[src/rtl/wrr_client_requester_pkg.sv]
// Shared types and constants for the weighted round-robin client requester.
// Beat layout, FIFO pointer sizing and starvation counter helpers.
package wrr_client_requester_pkg;

    localparam int DATA_W = 32;
    localparam int DEPTH  = 4;
    localparam int CNT_W  = 11;
    localparam int PTR_W  = $clog2(DEPTH);

    localparam logic [PTR_W-1:0] PTR_ONE   = PTR_W'(1);
    localparam logic [PTR_W:0]   FILL_ONE  = (PTR_W+1)'(1);
    localparam logic [PTR_W:0]   FILL_ZERO = (PTR_W+1)'(0);
    localparam logic [PTR_W:0]   FILL_FULL = (PTR_W+1)'(DEPTH);

    localparam logic [CNT_W-1:0] CNT_ZERO = CNT_W'(0);
    localparam logic [CNT_W-1:0] CNT_ONE  = CNT_W'(1);
    localparam logic [CNT_W-1:0] CNT_MAX  = {CNT_W{1'b1}};

    typedef struct packed {
        logic              last;
        logic [DATA_W-1:0] data;
    } beat_t;

    // Saturating increment for the starvation counter.
    function automatic logic [CNT_W-1:0] cnt_sat_inc(input logic [CNT_W-1:0] v);
        logic [CNT_W-1:0] r;
        if (v == CNT_MAX) begin
            r = v;
        end else begin
            r = v + CNT_ONE;
        end
        return r;
    endfunction

endpackage

[src/rtl/wrr_client_fifo.sv]
// Small synchronous FIFO holding {last, data} beats for the client requester.
// Push is ignored when full and pop is ignored when empty.
module wrr_client_fifo
    import wrr_client_requester_pkg::*;
(
    input  logic            clk,
    input  logic            rst_n,
    input  logic            push_i,
    input  logic [DATA_W:0] wdata_i,
    input  logic            pop_i,
    output logic [DATA_W:0] rdata_o,
    output logic            full_o,
    output logic            empty_o,
    output logic [PTR_W:0]  count_o
);

    logic [DATA_W:0]  mem_q [DEPTH];
    logic [PTR_W-1:0] wr_ptr_q, wr_ptr_d;
    logic [PTR_W-1:0] rd_ptr_q, rd_ptr_d;
    logic [PTR_W:0]   count_q, count_d;
    logic             push_s, pop_s;

    assign full_o  = (count_q == FILL_FULL);
    assign empty_o = (count_q == FILL_ZERO);
    assign count_o = count_q;
    assign rdata_o = mem_q[rd_ptr_q];

    // Next-state pointers and fill level; a full FIFO refuses pushes even when popping.
    always_comb begin
        push_s   = push_i & ~full_o;
        pop_s    = pop_i & ~empty_o;
        wr_ptr_d = wr_ptr_q;
        rd_ptr_d = rd_ptr_q;
        count_d  = count_q;
        if (push_s) begin
            wr_ptr_d = wr_ptr_q + PTR_ONE;
        end else begin
            wr_ptr_d = wr_ptr_q;
        end
        if (pop_s) begin
            rd_ptr_d = rd_ptr_q + PTR_ONE;
        end else begin
            rd_ptr_d = rd_ptr_q;
        end
        case ({push_s, pop_s})
            2'b10:   count_d = count_q + FILL_ONE;
            2'b01:   count_d = count_q - FILL_ONE;
            default: count_d = count_q;
        endcase
    end

    // Pointer and fill level registers.
    always_ff @(posedge clk or negedge rst_n) begin
        if (!rst_n) begin
            wr_ptr_q <= {PTR_W{1'b0}};
            rd_ptr_q <= {PTR_W{1'b0}};
            count_q  <= FILL_ZERO;
        end else begin
            wr_ptr_q <= wr_ptr_d;
            rd_ptr_q <= rd_ptr_d;
            count_q  <= count_d;
        end
    end

    // Storage array; contents are discarded on reset.
    always_ff @(posedge clk or negedge rst_n) begin
        if (!rst_n) begin
            for (int i = 0; i < DEPTH; i++) begin
                mem_q[i] <= {(DATA_W+1){1'b0}};
            end
        end else if (push_s) begin
            mem_q[wr_ptr_q] <= wdata_i;
        end else begin
            mem_q[wr_ptr_q] <= mem_q[wr_ptr_q];
        end
    end

endmodule

[src/rtl/wrr_client_requester.sv]
// Client agent for one port of the 8-way weighted round-robin arbiter: buffers
// producer beats, requests while data is pending, pops a beat per grant pulse.
module wrr_client_requester
    import wrr_client_requester_pkg::*;
(
    input  logic              clk,
    input  logic              rst_n,
    input  logic              in_valid_i,
    output logic              in_ready_o,
    input  logic [DATA_W-1:0] in_data_i,
    input  logic              in_last_i,
    output logic              req_o,
    input  logic              grant_i,
    output logic              out_valid_o,
    output logic [DATA_W-1:0] out_data_o,
    output logic              out_last_o,
    input  logic [CNT_W-1:0]  cfg_starve_limit_i,
    output logic              starve_o,
    output logic              err_spurious_o
);

    logic             ready_en_q;
    logic             out_valid_q, out_valid_d;
    beat_t            out_beat_q, out_beat_d;
    logic             err_q, err_d;
    logic [CNT_W-1:0] cnt_q, cnt_d;
    logic             starve_q, starve_d;

    logic             push_s, pop_s, full_s, empty_s;
    logic [PTR_W:0]   count_s;
    logic [DATA_W:0]  rdata_s;
    beat_t            in_beat_s, head_s;

    assign in_beat_s = '{last: in_last_i, data: in_data_i};
    assign head_s    = rdata_s;

    // ready_en_q keeps in_ready low until the first edge after reset release.
    assign in_ready_o = ready_en_q & ~full_s;
    assign push_s     = in_valid_i & in_ready_o;
    assign pop_s      = grant_i & ~empty_s;
    assign req_o      = (count_s != FILL_ZERO);

    assign out_valid_o    = out_valid_q;
    assign out_data_o     = out_beat_q.data;
    assign out_last_o     = out_beat_q.last;
    assign starve_o       = starve_q;
    assign err_spurious_o = err_q;

    wrr_client_fifo u_fifo (
        .clk     (clk),
        .rst_n   (rst_n),
        .push_i  (push_s),
        .wdata_i (in_beat_s),
        .pop_i   (pop_s),
        .rdata_o (rdata_s),
        .full_o  (full_s),
        .empty_o (empty_s),
        .count_o (count_s)
    );

    // Output beat capture, spurious-grant flag and starvation tracking.
    always_comb begin
        out_valid_d = 1'b0;
        out_beat_d  = out_beat_q;
        err_d       = err_q;
        cnt_d       = cnt_q;
        starve_d    = 1'b0;
        if (pop_s) begin
            out_valid_d = 1'b1;
            out_beat_d  = head_s;
        end else begin
            out_valid_d = 1'b0;
            out_beat_d  = out_beat_q;
        end
        if (grant_i & empty_s) begin
            err_d = 1'b1;
        end else begin
            err_d = err_q;
        end
        if (req_o & ~grant_i) begin
            cnt_d = cnt_sat_inc(cnt_q);
        end else begin
            cnt_d = CNT_ZERO;
        end
        starve_d = (cfg_starve_limit_i != CNT_ZERO) & (cnt_q >= cfg_starve_limit_i);
    end

    // Registered outputs and sticky error.
    always_ff @(posedge clk or negedge rst_n) begin
        if (!rst_n) begin
            ready_en_q  <= 1'b0;
            out_valid_q <= 1'b0;
            out_beat_q  <= '{last: 1'b0, data: {DATA_W{1'b0}}};
            err_q       <= 1'b0;
            cnt_q       <= CNT_ZERO;
            starve_q    <= 1'b0;
        end else begin
            ready_en_q  <= 1'b1;
            out_valid_q <= out_valid_d;
            out_beat_q  <= out_beat_d;
            err_q       <= err_d;
            cnt_q       <= cnt_d;
            starve_q    <= starve_d;
        end
    end

endmodule

[config.mk]
export PLATFORM = sky130hd
export DESIGN_NAME = wrr_client_requester
export DESIGN_NICKNAME = d
export VERILOG_FILES = /design/src/rtl/wrr_client_requester_pkg.sv /design/src/rtl/wrr_client_fifo.sv /design/src/rtl/wrr_client_requester.sv
export SDC_FILE = /design/constraint.sdc
export NUM_CORES = 1
export LEC_CHECK = 0
export CAP_MARGIN = 20
export CORE_MARGIN = 2
export CORE_UTILIZATION = 55
export CTS_CLUSTER_DIAMETER = 30
export DETAILED_ROUTE_END_ITERATION = 7
export GPL_TIMING_DRIVEN = 0
export PLACE_DENSITY = 0.78
export SLEW_MARGIN = 20
export SYNTH_ARGS = -nofsm -noshare
export SYNTH_HDL_FRONTEND = slang
export SYNTH_SLANG_ARGS = --single-unit
export TNS_END_PERCENT = 20
[constraint.sdc]
create_clock -name clk -period 2.55 [get_ports clk]
set_input_delay 0.51 -clock clk [delete_from_list [all_inputs] [get_ports clk]]
set_output_delay 0.51 -clock clk [all_outputs]
set_load 0.03 [all_outputs]
Word level (Yosys, flattened, before mapping) --
Index checks and enable logic that the tools add are counted.
Storage, ports and cells: input port bits 48, word-level logic and storage cells 61, output and inout port bits 38, register bits after elaboration 187
Cells by class: equality and inequality tests 5, $add $sub $neg 5, reductions and logical operators 5, mux-type cells 15, magnitude comparators 4, bitwise logic cells 13
Operators with widths (count):
- 132-bit bitwise mux | 2
- 33-bit 2-to-1 mux | 5
- 33-bit binary-select mux with 2-bit select | 2
- 132-bit 2-to-1 mux | 1
- 33-bit demux with 2-bit select | 1
- 11-bit 2-to-1 mux | 2
- 11-bit by 1-bit adder with 11-bit output (second input constant) | 1
- 11-bit == test (second input constant) | 1
- 11-bit >= comparator | 1
- 11-bit nonzero test | 1
- 1-bit bitwise AND | 8
- 3-bit >= comparator (second input constant) | 2
- 2-bit inverter with 3-bit output | 2
- 3-bit case mux with 2 select lines | 1
- 2-bit by 1-bit adder with 2-bit output (second input constant) | 2
- 3-bit by 1-bit adder with 3-bit output (second input constant) | 1
- 3-bit == test (second input constant) | 1
- 3-bit logical NOT | 1
- 3-bit by 1-bit less-than comparator with 1-bit output (second input constant) | 1
- 1-bit inverter | 3
- 3-bit nonzero test | 1
- 3-bit by 1-bit subtractor with 3-bit output (second input constant) | 1
- 2-bit by 1-bit == test with 1-bit output (second input constant) | 1
- 2-bit == test (second input constant) | 1
- 4 further kinds | 4

Logic depth before layout (Yosys ltp) --
depth in word-level cells 7, depth in mapped cells 11, mapped depth without buffers 9

Cells and area by module --
From an unflattened synthesis, not the netlist that was laid out.
Unflattened totals: cell total of the unflattened synthesis 803, area total of the unflattened synthesis 9497.9 sq um
By module, submodules not included:
- wrr_client_fifo | area an instance 7274.5 sq um, cells each 620, times used 1, seq. area each 3478.3 sq um
- wrr_client_requester | area an instance 2223.4 sq um, cells each 183, times used 1, seq. area each 1201.2 sq um

Worst setup path after synthesis --
No wires, ideal clock.
path type reg-to-reg, from register u_fifo.count_q[1], in the netlist u_fifo.count_o[1], to register u_fifo.count_q[2], in the netlist u_fifo.count_o[2], arrival time 2.077 ns, cell stages (with the launch flop) 12, data required time 2.471 ns, setup time 0.079 ns, slack 0.393 ns, buffers on the path 2, period minus slack after synthesis 2.157 ns, path through dfrtp_1 > nor3b_2 > and3b_1 > buf_6 > buf_6 > inv_1 > ha_1 > inv_1 > fa_1 > xor2_1 > nor2_1 > xor2_1
On the way: word-level cells in the longest chain between the ends 7, elaborated cells on any way between the ends 15, classes of those cells add/sub: 2; eq/ne: 3; mux: 1; bitwise: 7; reduce/logical: 2
Ends and longest elaborated chain:
- start, declared | RTL line wrr_client_fifo.sv:20 | logic [PTR_W:0] count_q, count_d;
- start signal, assigned | RTL line wrr_client_fifo.sv:61 | count_q <= count_d;
- 3-bit == test | RTL line wrr_client_fifo.sv:23 | assign full_o = (count_q == FILL_FULL);
- 1-bit inverter | RTL line wrr_client_fifo.sv:30, wrr_client_requester.sv:38
- 1-bit bitwise AND | RTL line wrr_client_requester.sv:38 | assign in_ready_o = ready_en_q & ~full_s;
- 1-bit bitwise AND | RTL line wrr_client_requester.sv:39 | assign push_s = in_valid_i & in_ready_o;
- 1-bit bitwise AND | RTL line wrr_client_fifo.sv:30 | push_s = push_i & ~full_o;
- 2-bit by 1-bit == test with 1-bit output or 2-bit == test (tied branches) | RTL line wrr_client_fifo.sv:45 | case ({push_s, pop_s})
- 3-bit case mux with 2 select lines or 2-bit nonzero test (tied branches)
Parallel ways exist; a longest one is shown, timed or not. A chain may end at the register's enable or synchronous reset.

Worst setup path in the final report --
from register u_fifo.count_q[2], in the netlist u_fifo.count_o[2], to output in_ready_o
On the way: word-level cells in the longest chain between the ends 3
Ends and longest elaborated chain:
- 3-bit == test | RTL line wrr_client_fifo.sv:23
- 1-bit inverter | RTL line wrr_client_requester.sv:38
- 1-bit bitwise AND | RTL line wrr_client_requester.sv:38
- end, declared | RTL line wrr_client_requester.sv:9 | output logic in_ready_o,
No other way between the ends.

==> flow_summary_export.csv <==
group,metric,value,unit
status,status,"finished clean",
worst_setup_path,required,2.04,ns
pwr,p_switching,5.45,mW
timing,period_share,92.8,%
clock_network,clock_sinks,187,
pwr,p_sw_share,38.7,%
place,post_dp_cell_area,10500,sq um
clock_network,htreeDepth,4,
clock_network,cts_root_buf,"clkbuf_16",
synthesis,synth_edf_count,0,
timing,fmax,422,MHz
worst_setup_path,critPathArrivalTime,1.86,ns
drt,wirelength,21000,um
pwr,p_comb_share,47.7,%
die,io_pins,86,
die,dieHeight,134,um
synthesis,synth_compound_area_share,8.66,%
drt,wl_per_cell,19.2,um
die,floorplan.rows,47,
clock_network,clk_latency,0.44,ns
place,dp_hpwl,13600,um
synthesis,syn_avg_cell_area,12.3,sq um
die,fp.coreArea,16600,sq um
worst_setup_path,rr_worst_depth,5,
drt,via_per_inst,5.89,
finish,fillers,1211,
finish,final_cell_area,11100,sq um
timing,fin_tns_setup,0,ns
grt,grt_max_degree,101,
synthesis,synthMuxAreaShare,25.5,%
timing,worst_slew_pin_slew,0.759,ns
timing,rsz0062_at_grt,"false",
drt,drt_iter0_drc,532,
clock_network,clk_pin_slew_worst_paths,0.07,ns
finish,insertedDiodeCount,0,
synthesis,synth-simple-area-share,8.03,%
pwr,p_seq_share,33.5,%
grt,grt_overflow,0,
timing,fin_crit,2.37,ns
grt,grt_pass1_wl,34200,um
grt,antenna_found_initial,0,
worst_setup_path,crit_type,"register to primary output",
synthesis,seq_area_frac_synth,50.2,%
clock_network,clock_path_buffers,2,
place,pre_cts_slack,-0.105,ns
synthesis,synth_ff_type,"dfrtp_1",
timing,worst_slack,0.182,ns
synthesis,synthAdderAreaFrac,2.49,%
die,dieArea,18000,sq um
drt,vias,6438,
timing,holdWs,0.0594,ns
synthesis,synth_top_family_by_area,"multiplexers",
place,port_buffers,85,
pwr,power.leakage,4.19,nW
drt,drt-pass1-iter-count,6,
worst_setup_path,critPathMaxStageDelay,0.66,ns
job,max-cap-violations,0,
die,initial_core_util,56.3,%
drt,ant_nets,0,
pwr,p_int,8.62,mW
timing,hold_viol_final,0,
finish,syn_to_final_growth,18.7,%
synthesis,syn_nets,822,
pwr,power_density,1270,nW/um^2
synthesis,synth_cells,756,
clock_network,cts_buffers,17,
synthesis,synth_warnings,0,
drt,remaining_drc_errors,0,
finish,final_core_util,66.8,%
finish,nNetsFinal,926,
timing,skew,0.0103,ns
worst_setup_path,path_max_fanout,3,
die,die_x,134,um
synthesis,ys_types,44,
finish,drive_gt1_share,21.9,%
worst_setup_path,crit_path_top_delay_cell,"clkdlybuf4s50_1",
grt,grtUsageTotal,24.9,%
min_path,hold_class,"input pin to async pin",
pwr,peakVddDrop,0.678,mV
worst_setup_path,crit_chain,"nor3b_2 -> and2b_1 -> clkdlybuf4s50_1",
timing,timing.slew.headroom,49.4,%
grt,grt_pass1_vias,6671,
worst_setup_path,cp-start-kind,"register",
timing,slew_viol_final,0,
synthesis,ys_seq_elements,187,
worst_setup_path,critPathCaptureType,"primary output",
synthesis,ys_async_sr_fraction,100,%
place,place.gp.congestion,0.815,
pwr,clock_power_share,18.8,%
timing,final-setup-viol-count,0,
synthesis,synth_area,9330,sq um
clock_network,cts_tree,"done",
synthesis,synth-xor-area-share,0.845,%
Yosys cell counts, types with 2 or more instances:
master    count  area share (%)
dfrtp_1     187              50
nor2_1      141             5.7
a21oi_1     138             7.4
mux4_2       66              16
clkbuf_1     33             1.3
mux2_2       24             2.9
mux2i_2      21             3.1
inv_1        18            0.72
ha_1         17             2.3
nand2_1      13            0.52
buf_6        10             1.2
mux2_4        9             1.4
mux2i_1       9            0.97
o21ai_0       9            0.48
a31oi_1       5            0.34
mux2i_4       5             1.2
nand3_1       5            0.27
xnor2_1       5            0.47
buf_2         4            0.21
nor3_1        4            0.21
xor2_1        4            0.38
buf_4         3            0.24
a21o_1        2            0.16
and3_1        2            0.13
buf_12        2            0.43
nor4_1        2            0.13
layout by cell type, fill, tap and decap left out, types with 2 or more instances in the layout:
master | Yosys | routed
clkinv_4 | 0 | 2
o21ai_0 | 9 | 9
clkbuf_2 | 0 | 8
clkdlybuf4s50_1 | 0 | 84
dfrtp_1 | 187 | 187
mux2i_4 | 5 | 5
a31oi_1 | 5 | 5
ha_1 | 17 | 17
nand3_1 | 5 | 5
nor4_1 | 2 | 2
xor2_1 | 4 | 4
mux4_2 | 66 | 66
a21o_1 | 2 | 2
clkbuf_16 | 0 | 17
buf_6 | 10 | 10
clkinv_2 | 0 | 4
xnor2_1 | 5 | 5
mux2_4 | 9 | 9
nor3_1 | 4 | 4
bufinv_16 | 0 | 2
mux2i_2 | 21 | 21
mux2i_1 | 9 | 9
clkinvlp_4 | 0 | 4
buf_12 | 2 | 2
nand2_1 | 13 | 13
buf_4 | 3 | 3
clkbuf_1 | 33 | 25
a21oi_1 | 138 | 138
mux2_2 | 24 | 24
buf_2 | 4 | 4
nor2_1 | 141 | 141
inv_1 | 18 | 18
and3_1 | 2 | 2
inv_6 | 0 | 2
worst max-delay path: cells and delay by family, from the launching register on:
| family | cells | cell delay [ns] |
|---|---|---|
| AND/OR/NAND/NOR | 2 | 0.35 |
| flip-flops | 1 | 0.41 |
| buffers and inverters | 1 | 0.66 |
cells by family after synthesis:
| family | Yosys count |
|---|---|
| flip-flops | 187 |
| AND/OR/NAND/NOR | 178 |
| AO/OA/AOI/OAI | 157 |
| multiplexers | 134 |
| buffers and inverters | 72 |
| adder cells (fa/ha/maj) | 18 |
| XOR/XNOR | 9 |
| other | 1 |
state kept, by name, summed over array words and instances, names as in the netlist:
| register | cells |
|---|---|
| u_fifo.count_o | 3 |
| ready_en_q | 1 |
| u_fifo.wr_ptr_q | 2 |
| starve_o | 1 |
| u_fifo.rd_ptr_q | 2 |
| out_valid_o | 1 |
| u_fifo.mem_q | 132 |
| out_data_o | 32 |
| cnt_q | 11 |
| err_spurious_o | 1 |
| out_last_o | 1 |
stage by stage:
step,cells,total power [mW]
after CTS,1094,14.1
after floorplan,756,9.51
final,1093,14.1
after detailed placement,1062,11.4
after global routing,1093,14.9
after global placement,1061,11.2
final cells by class:
type | count | area (sq um) | share of cell area, %
Buffer | 52 | 329 | 2.97
Clock buffer | 18 | 439 | 3.96
Clock inverter | 14 | 145 | 1.31
Inverter | 19 | 71.3 | 0.644
Multi-Input combinational cell | 497 | 4260 | 38.4
Sequential cell | 187 | 4680 | 42.2
Tap cell | 220 | 275 | 2.48
Timing Repair Buffer | 86 | 883 | 7.97
power groups by stage:
stage                     registers (mW)  logic (mW)  clock network [mW]
final                               4.71        6.71                2.64
after global routing                4.84        7.26                2.78
after global placement              4.67        6.55                   0
after floorplan                     4.91        4.60                   0
after CTS                           4.70        6.76                2.66
after detailed placement            4.73        6.71                   0
repair_timing:
| item | in CTS | in global routing |
|---|---|---|
| hold buffers | 0 | 0 |
| endpoints found under the setup margin | 39 | 64 |
| resized for setup | 7 | 2 |
| buffers inserted | 0 | 0 |
per-layer routing:
layer | up-vias | GRT usage, % | routed length [um]
li1 | 2929 | - | -
met1 | 3279 | 34.3 | 8990
met2 | 199 | 40.7 | 10600
met3 | 31 | 4.12 | 1040
met4 | 0 | 8.60 | 362
met5 | - | 0 | 0
path summary, 6_finish.rpt:
| check | start | end | slack (ns) |
|---|---|---|---|
| hold / removal | rst_n | starve_o | 0.06 |
| min in group clk | err_spurious_o | err_spurious_o | 0.46 |
| max in group asynchronous | rst_n | u_fifo.mem_q[53] | 1.57 |
| setup reg to reg | u_fifo.wr_ptr_q[1] | u_fifo.mem_q[51] | 0.21 |
| hold reg to reg | err_spurious_o | err_spurious_o | 0.46 |
| setup / recovery | u_fifo.count_o[2] | in_ready_o | 0.18 |
No activity file was read; power rests on OpenSTA's default activity.
